$ cat config.mk
export PLATFORM = sky130hd
export DESIGN_NAME = ram_port_arbiter_flat
export DESIGN_NICKNAME = d
export VERILOG_FILES = /design/src/rtl/ram_port_arbiter_if.sv /design/src/rtl/ram_port_arbiter.sv /design/src/flat_wrapper.sv
export SDC_FILE = /design/constraint.sdc
export NUM_CORES = 1
export LEC_CHECK = 0
export BUFFER_PORTS_ARGS = -buffer_cell sky130_fd_sc_hd__buf_2
export CORE_MARGIN = 3
export CORE_UTILIZATION = 46
export DETAILED_ROUTE_END_ITERATION = 6
export PLACE_DENSITY = 0.78
export SLEW_MARGIN = 5
export SYNTH_ARGS = -nofsm -noshare
export SYNTH_HDL_FRONTEND = slang
export SYNTH_SLANG_ARGS = --single-unit
$ cat constraint.sdc
create_clock -name Clk -period 2.7 [get_ports Clk]
set_clock_uncertainty 0.2 [all_clocks]
set_input_delay 0.135 -clock Clk [delete_from_list [all_inputs] [get_ports Clk]]
set_output_delay 0.135 -clock Clk [all_outputs]
set_load 0.05 [all_outputs]
$ cat src/rtl/ram_port_arbiter_if.sv
`default_nettype none
// ============================================================================
//  Module      : ram_port_arbiter_if
//  Description : Bundle of the fetch, load/store and RAM-side signals around
//                the RAM port arbiter.
//                  slave  - the arbiter's view (takes requests, drives RAM)
//                  master - the surrounding system's view (control unit and
//                           RAM: drives requests, ramDataOut and ramMFC)
//  Parameters  : ADDR_W - RAM address width
//  Revision    : 1.0 - initial release
// ============================================================================
interface ram_port_arbiter_if #(
    parameter int ADDR_W = 9
);
    // fetch path
    logic              fetchReq;
    logic [ADDR_W-1:0] fetchAddr;
    logic              fetchGnt;
    logic              fetchDone;
    // load/store path
    logic              dataReq;
    logic              dataRW;
    logic [1:0]        dataSize;
    logic [ADDR_W-1:0] dataAddr;
    logic [31:0]       dataWdata;
    logic              dataGnt;
    logic              dataDone;
    // shared results
    logic [31:0]       rdata;
    logic              busErr;
    // RAM side
    logic              ramMFA;
    logic              ramRW;
    logic [ADDR_W-1:0] ramAddress;
    logic [1:0]        ramDataSize;
    logic [31:0]       ramDataIn;
    logic [31:0]       ramDataOut;
    logic              ramMFC;

    modport slave (
        input  fetchReq, fetchAddr,
        input  dataReq, dataRW, dataSize, dataAddr, dataWdata,
        input  ramDataOut, ramMFC,
        output fetchGnt, fetchDone, dataGnt, dataDone, rdata, busErr,
        output ramMFA, ramRW, ramAddress, ramDataSize, ramDataIn
    );

    modport master (
        output fetchReq, fetchAddr,
        output dataReq, dataRW, dataSize, dataAddr, dataWdata,
        output ramDataOut, ramMFC,
        input  fetchGnt, fetchDone, dataGnt, dataDone, rdata, busErr,
        input  ramMFA, ramRW, ramAddress, ramDataSize, ramDataIn
    );
endinterface
`default_nettype wire

$ cat src/rtl/ram_port_arbiter.sv
`default_nettype none
// ============================================================================
//  Module      : ram_port_arbiter
//  Description : Shares the single RAM port between instruction fetch and the
//                load/store path. Runs the MFA/MFC handshake for the winner,
//                returns read data, and aborts an access with a one-cycle
//                busErr pulse if ramMFC does not arrive within TIMEOUT cycles.
//  Ports       : Clk    - clock, rising edge
//                resetN - asynchronous active-low reset
//                bus    - ram_port_arbiter_if.slave (fetch, data, RAM signals)
//  Parameters  : TIMEOUT (2..255) - BUSY cycles allowed before abort
//                ADDR_W           - RAM address width (must match bus)
//  Build macro : RAM_ARB_ROUND_ROBIN_EN - when defined, simultaneous requests
//                alternate owners; otherwise data always beats fetch.
//  Revision    : 1.0 - initial release
// ============================================================================
module ram_port_arbiter #(
    parameter int TIMEOUT = 16,
    parameter int ADDR_W  = 9
) (
    input  logic              Clk,
    input  logic              resetN,
    ram_port_arbiter_if.slave bus
);
    typedef enum logic [1:0] {
        S_IDLE = 2'd0,
        S_BUSY = 2'd1,
        S_DONE = 2'd2,
        S_ERR  = 2'd3
    } state_t;

    localparam logic [7:0] c_TMO_LAST = 8'(TIMEOUT - 1);

    state_t            state_q, state_d;
    logic [7:0]        timer_q, timer_d;
    logic              owner_q, owner_d;      // 1 = data path, 0 = fetch
    logic              rw_q, rw_d;
    logic [1:0]        size_q, size_d;
    logic [ADDR_W-1:0] addr_q, addr_d;
    logic [31:0]       wdata_q, wdata_d;
    logic              mfa_q, mfa_d;
    logic              fgnt_q, fgnt_d;
    logic              dgnt_q, dgnt_d;
    logic              fdone_q, fdone_d;
    logic              ddone_q, ddone_d;
    logic              err_q, err_d;
    logic [31:0]       rdata_q, rdata_d;
    logic              w_pick_data;

`ifdef RAM_ARB_ROUND_ROBIN_EN
    logic              last_owner_q, last_owner_d;   // 1 = data granted last
    // On a tie, whoever was not granted last wins.
    assign w_pick_data = bus.dataReq && !(bus.fetchReq && last_owner_q);
`else
    assign w_pick_data = bus.dataReq;
`endif

    always_comb begin
        state_d = state_q;
        timer_d = timer_q;
        owner_d = owner_q;
        rw_d    = rw_q;
        size_d  = size_q;
        addr_d  = addr_q;
        wdata_d = wdata_q;
        mfa_d   = mfa_q;
        fgnt_d  = fgnt_q;
        dgnt_d  = dgnt_q;
        fdone_d = 1'b0;
        ddone_d = 1'b0;
        err_d   = 1'b0;
        rdata_d = rdata_q;
`ifdef RAM_ARB_ROUND_ROBIN_EN
        last_owner_d = last_owner_q;
`endif
        case (state_q)
            S_IDLE: begin
                if (bus.dataReq || bus.fetchReq) begin
                    owner_d = w_pick_data;
                    if (w_pick_data) begin
                        rw_d    = bus.dataRW;
                        size_d  = bus.dataSize;
                        addr_d  = bus.dataAddr;
                        wdata_d = bus.dataWdata;
                        dgnt_d  = 1'b1;
                    end else begin
                        // Fetches are always word reads.
                        rw_d    = 1'b0;
                        size_d  = 2'b11;
                        addr_d  = bus.fetchAddr;
                        wdata_d = 32'd0;
                        fgnt_d  = 1'b1;
                    end
`ifdef RAM_ARB_ROUND_ROBIN_EN
                    last_owner_d = w_pick_data;
`endif
                    mfa_d   = 1'b1;
                    timer_d = 8'd0;
                    state_d = S_BUSY;
                end
            end
            S_BUSY: begin
                // MFC on the final allowed cycle still counts as a completion.
                if (bus.ramMFC) begin
                    if (!rw_q) begin
                        rdata_d = bus.ramDataOut;
                    end
                    fdone_d = ~owner_q;
                    ddone_d = owner_q;
                    mfa_d   = 1'b0;
                    fgnt_d  = 1'b0;
                    dgnt_d  = 1'b0;
                    timer_d = 8'd0;
                    state_d = S_DONE;
                end else if (timer_q == c_TMO_LAST) begin
                    if (!rw_q) begin
                        rdata_d = 32'd0;
                    end
                    fdone_d = ~owner_q;
                    ddone_d = owner_q;
                    err_d   = 1'b1;
                    mfa_d   = 1'b0;
                    fgnt_d  = 1'b0;
                    dgnt_d  = 1'b0;
                    timer_d = 8'd0;
                    state_d = S_ERR;
                end else begin
                    timer_d = timer_q + 8'd1;
                end
            end
            // Done/busErr pulses are already out; one settling cycle in IDLE
            // follows before the next grant.
            S_DONE:  state_d = S_IDLE;
            S_ERR:   state_d = S_IDLE;
            default: state_d = S_IDLE;
        endcase
    end

    always_ff @(posedge Clk or negedge resetN) begin
        if (!resetN) begin
            state_q <= S_IDLE;
            timer_q <= 8'd0;
            owner_q <= 1'b0;
            rw_q    <= 1'b0;
            size_q  <= 2'b00;
            addr_q  <= '0;
            wdata_q <= 32'd0;
            mfa_q   <= 1'b0;
            fgnt_q  <= 1'b0;
            dgnt_q  <= 1'b0;
            fdone_q <= 1'b0;
            ddone_q <= 1'b0;
            err_q   <= 1'b0;
            rdata_q <= 32'd0;
`ifdef RAM_ARB_ROUND_ROBIN_EN
            last_owner_q <= 1'b0;
`endif
        end else begin
            state_q <= state_d;
            timer_q <= timer_d;
            owner_q <= owner_d;
            rw_q    <= rw_d;
            size_q  <= size_d;
            addr_q  <= addr_d;
            wdata_q <= wdata_d;
            mfa_q   <= mfa_d;
            fgnt_q  <= fgnt_d;
            dgnt_q  <= dgnt_d;
            fdone_q <= fdone_d;
            ddone_q <= ddone_d;
            err_q   <= err_d;
            rdata_q <= rdata_d;
`ifdef RAM_ARB_ROUND_ROBIN_EN
            last_owner_q <= last_owner_d;
`endif
        end
    end

    assign bus.fetchGnt    = fgnt_q;
    assign bus.dataGnt     = dgnt_q;
    assign bus.fetchDone   = fdone_q;
    assign bus.dataDone    = ddone_q;
    assign bus.busErr      = err_q;
    assign bus.rdata       = rdata_q;
    assign bus.ramMFA      = mfa_q;
    assign bus.ramRW       = rw_q;
    assign bus.ramAddress  = addr_q;
    assign bus.ramDataSize = size_q;
    assign bus.ramDataIn   = wdata_q;

endmodule
`default_nettype wire

$ cat src/flat_wrapper.sv
// flat-port wrapper written by rule: the top's interface ports become plain ports
module ram_port_arbiter_flat 
#(
    parameter int TIMEOUT = 16,
    parameter int ADDR_W  = 9
)
  (Clk, resetN, bus_fetchReq, bus_fetchAddr, bus_dataReq, bus_dataRW, bus_dataSize, bus_dataAddr, bus_dataWdata, bus_ramDataOut, bus_ramMFC, bus_fetchGnt, bus_fetchDone, bus_dataGnt, bus_dataDone, bus_rdata, bus_busErr, bus_ramMFA, bus_ramRW, bus_ramAddress, bus_ramDataSize, bus_ramDataIn);
  ram_port_arbiter_if #(.ADDR_W(ADDR_W)) bus_i ();
  input  logic Clk;
  input  logic resetN;
  input wire logic [$bits(bus_i.fetchReq)-1:0] bus_fetchReq;
  input wire logic [$bits(bus_i.fetchAddr)-1:0] bus_fetchAddr;
  input wire logic [$bits(bus_i.dataReq)-1:0] bus_dataReq;
  input wire logic [$bits(bus_i.dataRW)-1:0] bus_dataRW;
  input wire logic [$bits(bus_i.dataSize)-1:0] bus_dataSize;
  input wire logic [$bits(bus_i.dataAddr)-1:0] bus_dataAddr;
  input wire logic [$bits(bus_i.dataWdata)-1:0] bus_dataWdata;
  input wire logic [$bits(bus_i.ramDataOut)-1:0] bus_ramDataOut;
  input wire logic [$bits(bus_i.ramMFC)-1:0] bus_ramMFC;
  output wire logic [$bits(bus_i.fetchGnt)-1:0] bus_fetchGnt;
  output wire logic [$bits(bus_i.fetchDone)-1:0] bus_fetchDone;
  output wire logic [$bits(bus_i.dataGnt)-1:0] bus_dataGnt;
  output wire logic [$bits(bus_i.dataDone)-1:0] bus_dataDone;
  output wire logic [$bits(bus_i.rdata)-1:0] bus_rdata;
  output wire logic [$bits(bus_i.busErr)-1:0] bus_busErr;
  output wire logic [$bits(bus_i.ramMFA)-1:0] bus_ramMFA;
  output wire logic [$bits(bus_i.ramRW)-1:0] bus_ramRW;
  output wire logic [$bits(bus_i.ramAddress)-1:0] bus_ramAddress;
  output wire logic [$bits(bus_i.ramDataSize)-1:0] bus_ramDataSize;
  output wire logic [$bits(bus_i.ramDataIn)-1:0] bus_ramDataIn;
  assign bus_i.fetchReq = bus_fetchReq;
  assign bus_i.fetchAddr = bus_fetchAddr;
  assign bus_i.dataReq = bus_dataReq;
  assign bus_i.dataRW = bus_dataRW;
  assign bus_i.dataSize = bus_dataSize;
  assign bus_i.dataAddr = bus_dataAddr;
  assign bus_i.dataWdata = bus_dataWdata;
  assign bus_i.ramDataOut = bus_ramDataOut;
  assign bus_i.ramMFC = bus_ramMFC;
  assign bus_fetchGnt = bus_i.fetchGnt;
  assign bus_fetchDone = bus_i.fetchDone;
  assign bus_dataGnt = bus_i.dataGnt;
  assign bus_dataDone = bus_i.dataDone;
  assign bus_rdata = bus_i.rdata;
  assign bus_busErr = bus_i.busErr;
  assign bus_ramMFA = bus_i.ramMFA;
  assign bus_ramRW = bus_i.ramRW;
  assign bus_ramAddress = bus_i.ramAddress;
  assign bus_ramDataSize = bus_i.ramDataSize;
  assign bus_ramDataIn = bus_i.ramDataIn;
  ram_port_arbiter #(.TIMEOUT(TIMEOUT), .ADDR_W(ADDR_W)) u_core (.Clk(Clk), .resetN(resetN), .bus(bus_i));
endmodule
# ---- Word level (Yosys, flattened, before mapping)
# Cells that the tools add are included.
# Widths: inputs -> output; s select.
dict set report op_classes {
  n_addsub 1
  muxes 35
  n_eq_ne 8
  reduce_logical 12
  bitwise_logic 2
}
# op count
set op_table {}
lappend op_table {{$mux 32} 5}
lappend op_table {{$mux 8} 3}
lappend op_table {{$mux 1} 17}
lappend op_table {{$pmux 8 s2} 1}
lappend op_table {{$mux 9} 1}
lappend op_table {{$add 8x1->8 const B} 1}
lappend op_table {{$eq 8x4->1 const B} 1}
lappend op_table {{$mux 2} 4}
lappend op_table {{$reduce_and 4->1} 2}
lappend op_table {{$pmux 1 s2} 3}
lappend op_table {{$pmux 2 s3} 1}
lappend op_table {{$reduce_and 2->1} 3}
lappend op_table {{$reduce_and 3->1} 2}
lappend op_table {{$eq 2x2->1 const B} 2}
lappend op_table {{$ne 2x2->1 const B} 2}
lappend op_table {{$reduce_bool 2->1} 2}
lappend op_table {{$ne 3x2->1 const B} 1}
lappend op_table {{$eq 2x1->1 const B} 1}
lappend op_table {{$logic_not 2->1} 1}
lappend op_table {{$ne 2x1->1 const B} 1}
lappend op_table {{$not 1->1} 2}
lappend op_table {{$reduce_or 2->1} 1}
lappend op_table {{$logic_or 1x1->1} 1}
dict set report word_totals {
  in_bits 90
  elab_cells 72
  output_inout_bits 82
  ff_bits 93
}

# ---- Logic depth before layout (Yosys ltp)
dict set report logic_depth {
  word_depth 4
  ltp_mapped 7
  ltp_nobuf 6
}

# ---- Worst setup path before layout
# Ideal clock, no wire load.
dict set report synth_path {
  path_kind {flip-flop to flip-flop}
  startpoint {reg u_core.timer_q[0]}
  endpoint {reg u_core.rdata_q[0], in the netlist u_core.bus.rdata[0]}
  arrival_ns 1.768
  setup_ns 0.121
  required_ns 2.379
  path_buffers 2
  path_stages_with_launch 8
  setup_slack_ns 0.611
  cell_sequence {dfrtp_1 > ha_1 > and4b_1 > a21oi_2 > or3_1 > buf_2 > buf_6 > a22o_1}
}
dict set report synth_via {
  elab_chain_cells 3
}
# element line
set synth_lines {}
lappend synth_lines {{from (decl)} ram_port_arbiter.sv:35} ;# logic [7:0] timer_q, timer_d;
lappend synth_lines {{from (signal assigned)} ram_port_arbiter.sv:160} ;# timer_q <= timer_d;
lappend synth_lines {{$eq 8x4->1} ram_port_arbiter.sv:115} ;# end else if (timer_q == c_TMO_LAST) begin
lappend synth_lines {{$reduce_bool 2->1 (no source line)} --}
lappend synth_lines {{$reduce_and 3->1 (no source line)} --}
lappend synth_lines {{to (signal assigned)} ram_port_arbiter.sv:172} ;# rdata_q <= rdata_d;
lappend synth_lines {{to (decl)} ram_port_arbiter.sv:47} ;# logic [31:0] rdata_q, rdata_d;
# No other way between the ends.
# A chain may end at the register's enable or synchronous reset.

# ---- Worst setup path in the final report
dict set report layout_path {
  startpoint {reg u_core.timer_q[0]}
  endpoint {reg u_core.rdata_q[26], in the netlist u_core.bus.rdata[26]}
}
# The elaborated chain is that of the path after synthesis.

==> metrics <==
status completed; post-synthesis compound-gate area fraction 21.5%; TNS Setup 0 ns; gp weighted congestion 0.791; power per cell area 1370 nW/um2; largest net degree at the start of global routing 58; DP HPWL 5950 um; fmax 437 MHz; Max VDD drop 1.09 mV; Placed Area 4510 um2; H-tree levels 3; Worst setup EP type flop; CTS Sinks 93; number of synthesized flops with an enable pin 0; type of the worst min-delay path input port to flop; Clock Latency Late Sink 0.35 ns; PortBufs 171; total core area 7370 um2; combinational family with the most area after synthesis compound AO/OA/AOI/OAI gates; GRT Residual Overflow 0; Synth top area share 65.4%; Die Ht 94.0 um; critical path arrival 2.32 ns; most frequently used flop master after synthesis dfrtp_1; area delta synth->final 56.6%; Seq cells post-synth 93; Setup Crit Path Kind flop to flop; share of cells above drive strength 1 37.0%; Routed WL 11000 um; mapped cell area 3560 um2; routed length per placed instance 17.3 um; total of max-cap violations 0; CP max FO 32; dominant cells by area after synthesis dfrtp_1, a22o_1, mux2i_1; drt initial violations 164; Clock Path Buffers 2; IO Pins 172; RSZ-0062 raised after global routing false; FF-to-FF setup slack 0.41 ns; die width 94.0 um; Initial Util 48.3%; Adder-Cell Fraction of Synth Area 0.352%; Power, Total 0.00763 W; Synth Area in Simple Gates 6.68%; Root Buffer clkbuf_8; via count of the first global-routing pass 3416; Slew Viols, Final 0; period utilization 84.7%; mux contribution to synthesized area 2.53%; initial antenna violation count 0; post-CTS setup buffers 0; worst relative slew slack 52.3%; Cell Rows 31; Syn Area/Cell 13.0 um2; first-pass GRT wire length 17200 um; final setup violation count 0; Final min period 2.29 ns; asr flop ratio synth 100%; DIE AREA 8830 um2; Synth Area in XOR/XNOR 0%; DRC errors left 0; clock-pin slew on the worst setup and hold paths 0.09 ns; post-synthesis sequential area ratio 65.4%; post-synth cell types 34; startpoint types flop; Synth area leader dfrtp_1; CTS buffer count 9; P_leak 2.92 nW; Ys Warns 0; Total GRT Usage 25.4%; Routed Antenna Nets 0; CTS tree done; Final Hold Fails 0; vias 3355; Critical Path RT 2.73 ns; Mapped Nets 364; fin area 5570 um2; Layout Nets 619; vias per inst 5.30; Tightest Pin Transition 0.716 ns; router iterations before antenna repair 6; Gate Count Post-Synth 273
## layout make-up
cell class              instances  area, um2
flip-flops and latches         93       2330
fillers                       438       1800
repair buffers                263       1790
multi-input cells             155       1120
clock buffers                  10        138
well taps                      99        124
clock inverters                 6       46.3
inverters                       6       22.5
diodes                          1       2.50
## critical path, stage by stage (launching register included)
cell,delay (ns)
dfrtp_1,0.44
ha_1,0.27
and4b_1,0.32
a21oi_2,0.13
or3_1,0.34
buf_4,0.25
a22o_1,0.23
## sequential cells by signal, summed over array words and instances, names as in the netlist
register                cells
u_core.bus.fetchGnt         1
u_core.owner_q              1
u_core.bus.rdata           32
u_core.bus.ramAddress       9
u_core.bus.busErr           1
u_core.bus.ramMFA           1
u_core.state_q              2
u_core.bus.ramDataIn       32
u_core.bus.ramDataSize      2
u_core.bus.ramRW            1
u_core.bus.dataGnt          1
u_core.bus.fetchDone        1
u_core.timer_q              8
u_core.bus.dataDone         1
## per-stage QoR
stage	cells	worst slack, ns	hold WS [ns]	utilization [%]
floorplan	273	0.611	-0.361	-
detailed placement	529	0.446	0.0311	61.3
global route	632	0.315	0.0780	75.6
CTS	632	0.423	0.0465	75.6
finish	633	0.414	0.0705	75.6
global placement	529	0.552	0.0308	61.3
## cells in the final DEF, fill, tap and decap left out, drive strengths merged, types with 2 or more instances in the layout
cell type / count
a21o: 4
a21oi: 5
a22o: 66
a31oi: 2
and3: 2
buf: 176
clkbuf: 10
clkinv: 2
clkinvlp: 2
dfrtp: 93
dlygate4sd3: 87
inv: 8
mux2i: 9
nand2: 20
nand3: 3
nor2: 9
nor3: 2
o21ai: 17
o22a: 2
or3: 3
## path summary, 6_finish.rpt
kind | from | cells past startpoint | end
max | u_core.timer_q[0] | 6 | u_core.bus.rdata[26]
max in group asynchronous | resetN | 3 | u_core.bus.ramDataIn[13]
min in group asynchronous | resetN | 2 | u_core.bus.rdata[0]
min reg2reg | u_core.bus.dataGnt | 1 | u_core.bus.dataGnt
min | bus_ramMFC | 3 | u_core.bus.busErr
max reg2reg | u_core.timer_q[0] | 6 | u_core.bus.rdata[26]
## where the power goes
part | switching, W | internal, W
Combinational | 0.00317 | 0.00116
Clock | 0.000490 | 0.000366
Sequential | 0.000403 | 0.00204
## cell families (layout without fill, tap and decap cells)
kind of cell	Yosys count	after routing
flip-flops	93	93
AND/OR/NAND/NOR	48	48
multiplexers	9	9
buffers and inverters	25	285
AO/OA/AOI/OAI	97	97
other	0	1
adder cells (fa/ha/maj)	1	1
## cells in the mapped netlist (3+ instances only)
master    count
nand2_1      20
inv_1         6
mux2i_1       9
o21ai_0      16
or3_1         3
a21o_1        3
a22o_1       66
dfrtp_1      93
a21oi_1       4
buf_6         4
nand3_1       3
clkbuf_1     13
nor2_1        9
## layer usage
layer	global-route usage, %	routed length (um)	up-vias
met5	0	0	-
met4	9.51	173	0
met3	8.41	1150	15
met2	41.4	5280	186
met1	31.4	4370	1635
li1	-	-	1519
## repair_timing
action                                 in CTS  in global routing
gates resized for setup                     0                  0
hold buffers                               87                  0
endpoints found under the hold margin     133                  0
(Power assumes the default switching activity.)
